--- src/rtl/trap_sequencer.sv ---
// Machine-mode interrupt entry/exit sequencer: priority select, pipeline drain, CSR update, fetch redirect, mret.
// Optional macro TRAP_VECTORED_EN enables vectored trap targets when mtvec[0]=1.
module trap_sequencer #(
   parameter int DRAIN_TIMEOUT = 15,
   parameter int CNT_W         = 4
) (
   input  logic        clk,
   input  logic        reset_n,
   input  logic [31:0] mtvec,
   input  logic        mstatus_mie,
   input  logic        mstatus_mpie,
   input  logic [31:0] mie,
   input  logic [31:0] mip,
   input  logic [31:0] mepc,
   input  logic [31:0] epc_in,
   input  logic        drain_done,
   input  logic        mret,
   input  logic        redirect_ready,
   output logic        stall_req,
   output logic        flush,
   output logic        trap_we,
   output logic [31:0] mepc_wdata,
   output logic [31:0] mcause_wdata,
   output logic        mie_next,
   output logic        mpie_next,
   output logic        mret_we,
   output logic        redirect_valid,
   output logic [31:0] redirect_pc
);

   // state | meaning
   // IDLE  | watch for mret or an enabled pending interrupt
   // DRAIN | pipeline stalled, waiting for drain_done or timeout flush
   // SAVE  | one-cycle mepc/mcause/mstatus write strobe
   // REDIR | redirect fetch to the trap vector until accepted
   // MRET  | redirect fetch to mepc until accepted, MIE restored on entry
   typedef enum logic [2:0] {S_IDLE, S_DRAIN, S_SAVE, S_REDIR, S_MRET} state_t;

   // Reserved interrupt bits 2, 6, 10 and 12..15 never cause a trap.
   localparam logic [31:0] IRQ_MASK = ~32'h0000_F444;

   state_t      state_q, state_d;
   logic [4:0]  cause_q, cause_d;
   logic [CNT_W-1:0] cnt_q, cnt_d;
   logic        mie_taken_q, mie_taken_d;
   logic        stall_req_q, stall_req_d;
   logic        flush_q, flush_d;
   logic        trap_we_q, trap_we_d;
   logic        mret_we_q, mret_we_d;
   logic        mie_next_q, mie_next_d;
   logic        mpie_next_q, mpie_next_d;
   logic        redirect_valid_q, redirect_valid_d;
   logic [31:0] redirect_pc_q, redirect_pc_d;
   logic [31:0] mepc_wdata_q, mepc_wdata_d;
   logic [31:0] mcause_wdata_q, mcause_wdata_d;

   logic [31:0] pending;
   logic        take;
   logic [4:0]  sel_cause;
   logic [31:0] trap_pc;

   // Later assignments win, so walk from lowest to highest priority.
   function automatic logic [4:0] pick_cause(input logic [31:0] p);
      logic [4:0] c;
      c = '0;
      for (int i = 31; i >= 16; i--) begin
         if (p[i]) c = 5'(i);
      end
      if (p[0])  c = 5'd0;
      if (p[4])  c = 5'd4;
      if (p[8])  c = 5'd8;
      if (p[1])  c = 5'd1;
      if (p[5])  c = 5'd5;
      if (p[9])  c = 5'd9;
      if (p[7])  c = 5'd7;
      if (p[3])  c = 5'd3;
      if (p[11]) c = 5'd11;
      return c;
   endfunction

   assign pending   = mip & mie & IRQ_MASK;
   assign take      = mstatus_mie & (|pending);
   assign sel_cause = pick_cause(pending);

`ifdef TRAP_VECTORED_EN
   assign trap_pc = mtvec[0] ? ({mtvec[31:2], 2'b00} + {25'b0, cause_q, 2'b00})
                             : {mtvec[31:2], 2'b00};
`else
   assign trap_pc = {mtvec[31:2], 2'b00};
`endif

   always_comb begin
      state_d          = state_q;
      cause_d          = cause_q;
      cnt_d            = cnt_q;
      mie_taken_d      = mie_taken_q;
      stall_req_d      = 1'b0;
      flush_d          = 1'b0;
      trap_we_d        = 1'b0;
      mret_we_d        = 1'b0;
      mie_next_d       = 1'b0;
      mpie_next_d      = 1'b0;
      redirect_valid_d = 1'b0;
      redirect_pc_d    = redirect_pc_q;
      mepc_wdata_d     = mepc_wdata_q;
      mcause_wdata_d   = mcause_wdata_q;
      case (state_q)
         S_IDLE: begin
            redirect_pc_d = '0;
            if (mret) begin
               state_d          = S_MRET;
               mret_we_d        = 1'b1;
               mie_next_d       = mstatus_mpie;
               mpie_next_d      = 1'b1;
               redirect_valid_d = 1'b1;
               redirect_pc_d    = {mepc[31:2], 2'b00};
            end else if (take) begin
               state_d     = S_DRAIN;
               cause_d     = sel_cause;
               cnt_d       = '0;
               mie_taken_d = mstatus_mie;
               stall_req_d = 1'b1;
            end
         end
         S_DRAIN: begin
            stall_req_d = 1'b1;
            // The flush cycle itself completes the drain.
            if (flush_q || drain_done) begin
               state_d        = S_SAVE;
               trap_we_d      = 1'b1;
               mpie_next_d    = mie_taken_q;
               mepc_wdata_d   = {epc_in[31:2], 2'b00};
               mcause_wdata_d = {1'b1, 26'b0, cause_q};
            end else if ((DRAIN_TIMEOUT != 0) && (cnt_q == CNT_W'(DRAIN_TIMEOUT))) begin
               flush_d = 1'b1;
            end else if (cnt_q != '1) begin
               cnt_d = cnt_q + 1'b1;
            end
         end
         S_SAVE: begin
            state_d          = S_REDIR;
            stall_req_d      = 1'b1;
            redirect_valid_d = 1'b1;
            redirect_pc_d    = trap_pc;
         end
         S_REDIR: begin
            if (redirect_ready) begin
               state_d       = S_IDLE;
               redirect_pc_d = '0;
            end else begin
               stall_req_d      = 1'b1;
               redirect_valid_d = 1'b1;
            end
         end
         S_MRET: begin
            if (redirect_ready) begin
               state_d       = S_IDLE;
               redirect_pc_d = '0;
            end else begin
               redirect_valid_d = 1'b1;
            end
         end
         default: state_d = S_IDLE;
      endcase
   end

   always_ff @(posedge clk or negedge reset_n) begin
      if (!reset_n) begin
         state_q          <= S_IDLE;
         cause_q          <= '0;
         cnt_q            <= '0;
         mie_taken_q      <= 1'b0;
         stall_req_q      <= 1'b0;
         flush_q          <= 1'b0;
         trap_we_q        <= 1'b0;
         mret_we_q        <= 1'b0;
         mie_next_q       <= 1'b0;
         mpie_next_q      <= 1'b0;
         redirect_valid_q <= 1'b0;
         redirect_pc_q    <= '0;
         mepc_wdata_q     <= '0;
         mcause_wdata_q   <= '0;
      end else begin
         state_q          <= state_d;
         cause_q          <= cause_d;
         cnt_q            <= cnt_d;
         mie_taken_q      <= mie_taken_d;
         stall_req_q      <= stall_req_d;
         flush_q          <= flush_d;
         trap_we_q        <= trap_we_d;
         mret_we_q        <= mret_we_d;
         mie_next_q       <= mie_next_d;
         mpie_next_q      <= mpie_next_d;
         redirect_valid_q <= redirect_valid_d;
         redirect_pc_q    <= redirect_pc_d;
         mepc_wdata_q     <= mepc_wdata_d;
         mcause_wdata_q   <= mcause_wdata_d;
      end
   end

   assign stall_req      = stall_req_q;
   assign flush          = flush_q;
   assign trap_we        = trap_we_q;
   assign mret_we        = mret_we_q;
   assign mie_next       = mie_next_q;
   assign mpie_next      = mpie_next_q;
   assign redirect_valid = redirect_valid_q;
   assign redirect_pc    = redirect_pc_q;
   assign mepc_wdata     = mepc_wdata_q;
   assign mcause_wdata   = mcause_wdata_q;

endmodule

--- config.mk ---
export PLATFORM = sky130hd
export DESIGN_NAME = trap_sequencer
export DESIGN_NICKNAME = d
export VERILOG_FILES = /design/src/rtl/trap_sequencer.sv
export SDC_FILE = /design/constraint.sdc
export NUM_CORES = 1
export LEC_CHECK = 0
export ABC_AREA = 1
export ABC_CLOCK_PERIOD_IN_PS = 3500
export BUFFER_PORTS_ARGS = -buffer_cell sky130_fd_sc_hd__buf_2
export CAP_MARGIN = 40
export CORE_MARGIN = 4
export CORE_UTILIZATION = 35
export CTS_BUF_LIST = sky130_fd_sc_hd__clkbuf_16
export CTS_CLUSTER_SIZE = 14
export DETAILED_ROUTE_END_ITERATION = 12
export PLACE_DENSITY = 0.71
export SYNTH_ARGS = -nofsm -noshare
export SYNTH_HDL_FRONTEND = slang
export SYNTH_SLANG_ARGS = --single-unit
--- constraint.sdc ---
create_clock -name clk -period 3.5 [get_ports clk]
set_input_delay 0.7 -clock clk [delete_from_list [all_inputs] [get_ports clk]]
set_output_delay 0.7 -clock clk [all_outputs]
set_load 0.02 [all_outputs]
# Yosys cells after proc, flatten, opt, wreduce, memory -nomap -nowiden
# Cells that the tools add are included.
dict set report totals {
  mem_count 0
  in_bits 167
  mem_bits_rw 0
  reg_bits 88
  word_cells 99
  latchBits 0
  rom_bits 0
}
dict set report op_classes {
  muxes 55
  shift 0
  reduce_logical 12
  div_mod_pow 0
  n_lt_le_gt_ge 0
  bitwise_logic 3
  addsub 1
  mul 0
  eq_ne 14
}
# cell n
set ops {}
lappend ops {{$mux W5} 25}
lappend ops {{$pmux W32 S3} 1}
lappend ops {{$mux W32} 2}
lappend ops {{$and A32 B32 Y32} 1}
lappend ops {{$reduce_or A25 Y1} 1}
lappend ops {{$mux W4} 5}
lappend ops {{$mux W1} 13}
lappend ops {{$mux W3} 4}
lappend ops {{$ne A2 B2 Y1 const B} 6}
lappend ops {{$pmux W3 S4} 1}
lappend ops {{$pmux W4 S2} 1}
lappend ops {{$eq A3 B2 Y1 const B} 2}
lappend ops {{$pmux W1 S3} 2}
lappend ops {{$reduce_and A3 Y1} 2}
lappend ops {{$reduce_and A6 Y1} 1}
lappend ops {{$add A4 B1 Y4 const B} 1}
lappend ops {{$eq A4 B4 Y1 const B} 1}
lappend ops {{$ne A4 B4 Y1 const B} 1}
lappend ops {{$reduce_and A2 Y1} 2}
lappend ops {{$reduce_or A2 Y1} 2}
lappend ops {{$eq A3 B1 Y1 const B} 1}
lappend ops {{$eq A3 B3 Y1 const B} 1}
lappend ops {{$logic_not A3 Y1} 1}
lappend ops {{$ne A3 B3 Y1 const B} 1}
lappend ops {{other kinds (7)} 7}

# Longest topological paths before layout
dict set report depth {
  word_depth 26
  ltp_mapped 16
  mapped_depth_nobuf 16
}

# Least setup slack after synthesis
# OpenSTA, ideal clock, no wires.
dict set report synth_timing {
  kind {input port to flip-flop}
  from {input port mip[22]}
  to {register cnt_q[0]}
  required_time_ps 3426
  slack_ps 1723
  stages 10
  arrival_time_ps 1703
  path_buffers 0
  setup_time_ps 74
  path_cell_list {nand2_1 -> nand2_2 -> nor3_2 -> nand3_1 -> or2_4 -> nand3_4 -> nand2_4 -> nand2_4 -> nand2_2 -> o21ai_2}
}
dict set report synth_between {
  elab_chain_len 5
}
# item line
set synth_lines {}
lappend synth_lines {{start, declared} 13} ;# input logic [31:0] mip,
lappend synth_lines {{$and A32 B32 Y32} 81} ;# assign pending = mip & mie & IRQ_MASK;
lappend synth_lines {{$reduce_or A25 Y1} 82} ;# assign take = mstatus_mie & (|pending);
lappend synth_lines {{$and A1 B1 Y1} 82}
lappend synth_lines {{$ne A2 B2 Y1 (no line)} -}
lappend synth_lines {{$reduce_and A6 Y1 (no line)} -}
lappend synth_lines {{end signal, assigned} 186} ;# cnt_q <= cnt_d;
lappend synth_lines {{end, declared} 44} ;# logic [CNT_W-1:0] cnt_q, cnt_d;
# Every way passes these cells.
# A chain may end at the register's enable or synchronous reset.

# Final worst setup path
dict set report layout_timing {
  from {register state_q[2]}
  to {register mcause_wdata_q[4], in the netlist mcause_wdata[4]}
}
dict set report layout_between {
  elab_chain_len 2
}
# item line
set layout_lines {}
lappend layout_lines {{start, declared} 42} ;# state_t state_q, state_d;
lappend layout_lines {{start signal, assigned} 184} ;# state_q <= state_d;
lappend layout_lines {{$eq A3 B1 Y1} 107} ;# case (state_q)
lappend layout_lines {{$reduce_and A2 Y1 (no line)} -}
lappend layout_lines {{end signal, assigned} 197} ;# mcause_wdata_q <= mcause_wdata_d;
lappend layout_lines {{end, declared} 55} ;# logic [31:0] mcause_wdata_q, mcause_wdata_d;
# Every way passes these cells.

==> results.yml <==
route:
  routedWlPerCell_um: 12.60
  drc: 0
  wl_um: 11700
  vias: 4079
  initialDrtViolationCount: 240
  avgViaCountPerCell: 4.391
  firstDrtPassIters: 6
  antenna_left: 0
timing:
  timing.final.crit_share_pct: 65.16
  rsz0062_at_grt: "false"
  hold_viol: 0
  maxSlewViolCount: 0
  finalSetupTns_ns: 0
  slew_headroom_pct: 44.80
  tightest_slew_ns: 0.8259
  fin_skew_ns: 0.008315
  setup-violations-final: 0
  fin_crit_ns: 2.280
  timing.fmax_mhz: 438.5
cts:
  cts_tree: "built"
  clkTransAtPathRegs_ns: 0.06
  cts.path.max_buffers: 2
  htreeDepth: 3
  post_cts_buffers: 0
  cts.repair.resized: 0
  cts_root_buffer: "clkbuf_16"
  cts_made_buffers: 9
  clock_latency_ns: 0.33
  clock_sinks: 86
  hold_buffers: 0
final_layout:
  area_growth_pct: 31.20
  n_fill_cell: 1257
  antenna_cells: 0
  nets: 921
  finalNonFillerCells: 929
  drive_above_1_share_pct: 39.23
worst_setup_path:
  arrival_ns: 2.48
  reg2reg_slack_ns: 1.22
  crit_path_end_kind: "flop"
  r2r_end: "mcause_wdata[4]"
  crit_type: "reg -> reg"
  r2r_cells: 6
  start_kind: "flop"
  required_ns: 3.70
  crit_start: "state_q[2]"
  crit-reg2reg-launch: "state_q[2]"
  cp_max_fo: 40
die:
  dieArea_um2: 15110
  pin_count: 270
  fp.dieH_um: 122.9
  coreArea_um2: 12770
  die_w_um: 122.9
  initial_core_util_pct: 36.19
  rows: 41
run_status:
  status: "finished, final reports clean"
synthesis:
  synth_enable_flop_cells: 0
  async_flop_share_pct: 100.0
  yosysWarnings: 0
  netlist_instances: 541
  seq_area_frac_synth_pct: 46.55
  yosys.cell_count.top_type: "nand2_1"
  synth_top_area_share_pct: 46.55
  ys_seq_elements: 86
  synthTopCellsByCount: "233 x nand2_1, 86 x dfrtp_1, 36 x o21ai_0, 30 x buf_4, 30 x mux2_4"
  syn_area_um2: 4623
  synth.avg_cell_area_um2: 8.546
  synth.area.top_cells: "dfrtp_1 47%, nand2_1 19%, mux2_4 9.7%"
  yosys.area.top_type: "dfrtp_1"
  ys_dominant_reg_cell: "dfrtp_1"
  ys_types: 40
place:
  port_buffers: 219
  gp_congestion: 0.8563
  hpwl_um: 9085
  dp_cells: 914
power_and_ir_drop:
  peakVddDrop_mv: 0.2719
  total_leakage_power_nw: 3.463
  p_per_area_nw_per_um2: 773.7
worst_hold_path:
  hp-class: "in -> async"
global_routing:
  track_usage_pct: 14.75
  grt_pass1_wl_um: 17750
  antenna_found_initial: 0
  grt_pass1_vias: 3664
  grt_start_max_net_pins: 45
  gr-total-overflow: 0
run:
  cap_violations: 0
-- registers in the layout (all words and copies together), names as in the netlist --
name,count
cause_q,5
cnt_q,4
flush,1
mcause_wdata,6
mepc_wdata,30
mie_next,1
mie_taken_q,1
mpie_next,1
mret_we,1
redirect_pc,30
redirect_valid,1
stall_req,1
state_q,3
trap_we,1
-- stage by stage --
step	setup WS (ns)	hold WS (ns)	util [%]	instance area, um^2	power, mW
after global routing	0.9468	0.3940	47.49	6066	5.015
after CTS	1.100	0.3604	47.49	6066	4.768
after floorplan	1.723	0.4044	-	4732	3.156
final	1.220	0.3492	47.49	6066	4.693
after global placement	1.104	0.4351	44.82	5725	3.716
after detailed placement	1.081	0.4532	45.04	5753	3.750
-- worst max-delay path: stages (launching register included) --
cell and delay [ns]:
dfrtp_1 0.44, nor3_4 0.30, inv_2 0.10, nor2_4 0.58, inv_2 0.49, nand2_1 0.15, o21ai_1 0.07
-- worst max path at each step --
stage	end	slack, ns
after floorplan	cnt_q[0]	1.72
after global placement	mcause_wdata[0]	1.10
after detailed placement	mcause_wdata[4]	1.08
after CTS	mcause_wdata[0]	1.10
after global routing	mcause_wdata[3]	0.95
final	mcause_wdata[4]	1.22
-- cell families (layout without fill, tap and decap cells) --
group | count (synthesis) | after routing | synth area share [%]
fa+ha+maj | 1 | 1 | 0.2706
other cells | 1 | 30 | 0.08111
simple gates | 288 | 288 | 26.39
buf+inv | 75 | 262 | 9.283
flops | 86 | 86 | 46.55
mux | 30 | 30 | 9.743
xor+xnor | 2 | 2 | 0.3790
compound gates | 58 | 58 | 7.307
-- layer usage --
metal	part of all wire (%)	global-route usage (%)	up-vias
li1	-	-	2091
met1	41	18.15	1842
met2	51	25.38	136
met3	7.5	3.111	10
met4	1.2	5.598	0
met5	0	0	-
-- report_power, final --
part	switching [mW]	internal, mW
Clock	0.369	0.619
Sequential	0.187	1.37
Combinational	1.29	0.854
Total	1.85	2.85
-- cell usage in the layout, fill, tap and decap left out, types with 2 or more instances in the layout --
cell type   netlist  final
a21oi_1           3      3
buf_2             7    218
buf_4            30      3
bufinv_16         0      2
clkbuf_16         0      9
clkinvlp_4        0      2
conb_1            1     30
dfrtp_1          86     86
inv_1            21     21
inv_2             4      4
mux2_4           30     30
nand2_1         233    233
nand2_2           6      6
nand2_4           2      2
nand3_1          11     11
nand4_1           4      4
nor2_1           17     17
nor2_2            2      2
nor2_4            2      2
nor3_2            2      2
o21ai_0          36     36
o21ai_1           7      7
o21ai_2           5      5
or2_2             2      2
xor2_1            2      2
-- cell type report --
| cell class | instances | area, um^2 | area share (%) |
|---|---|---|---|
| clock buffer | 9 | 225.2 | 3.713 |
| clock inverter | 6 | 87.58 | 1.444 |
| inverter | 25 | 93.84 | 1.547 |
| multi-input combinational | 409 | 2151 | 35.46 |
| sequential | 86 | 2152 | 35.48 |
| tap | 172 | 215.2 | 3.548 |
| timing repair buffer | 222 | 1141 | 18.81 |
Power figures use the tool's default switching activity.
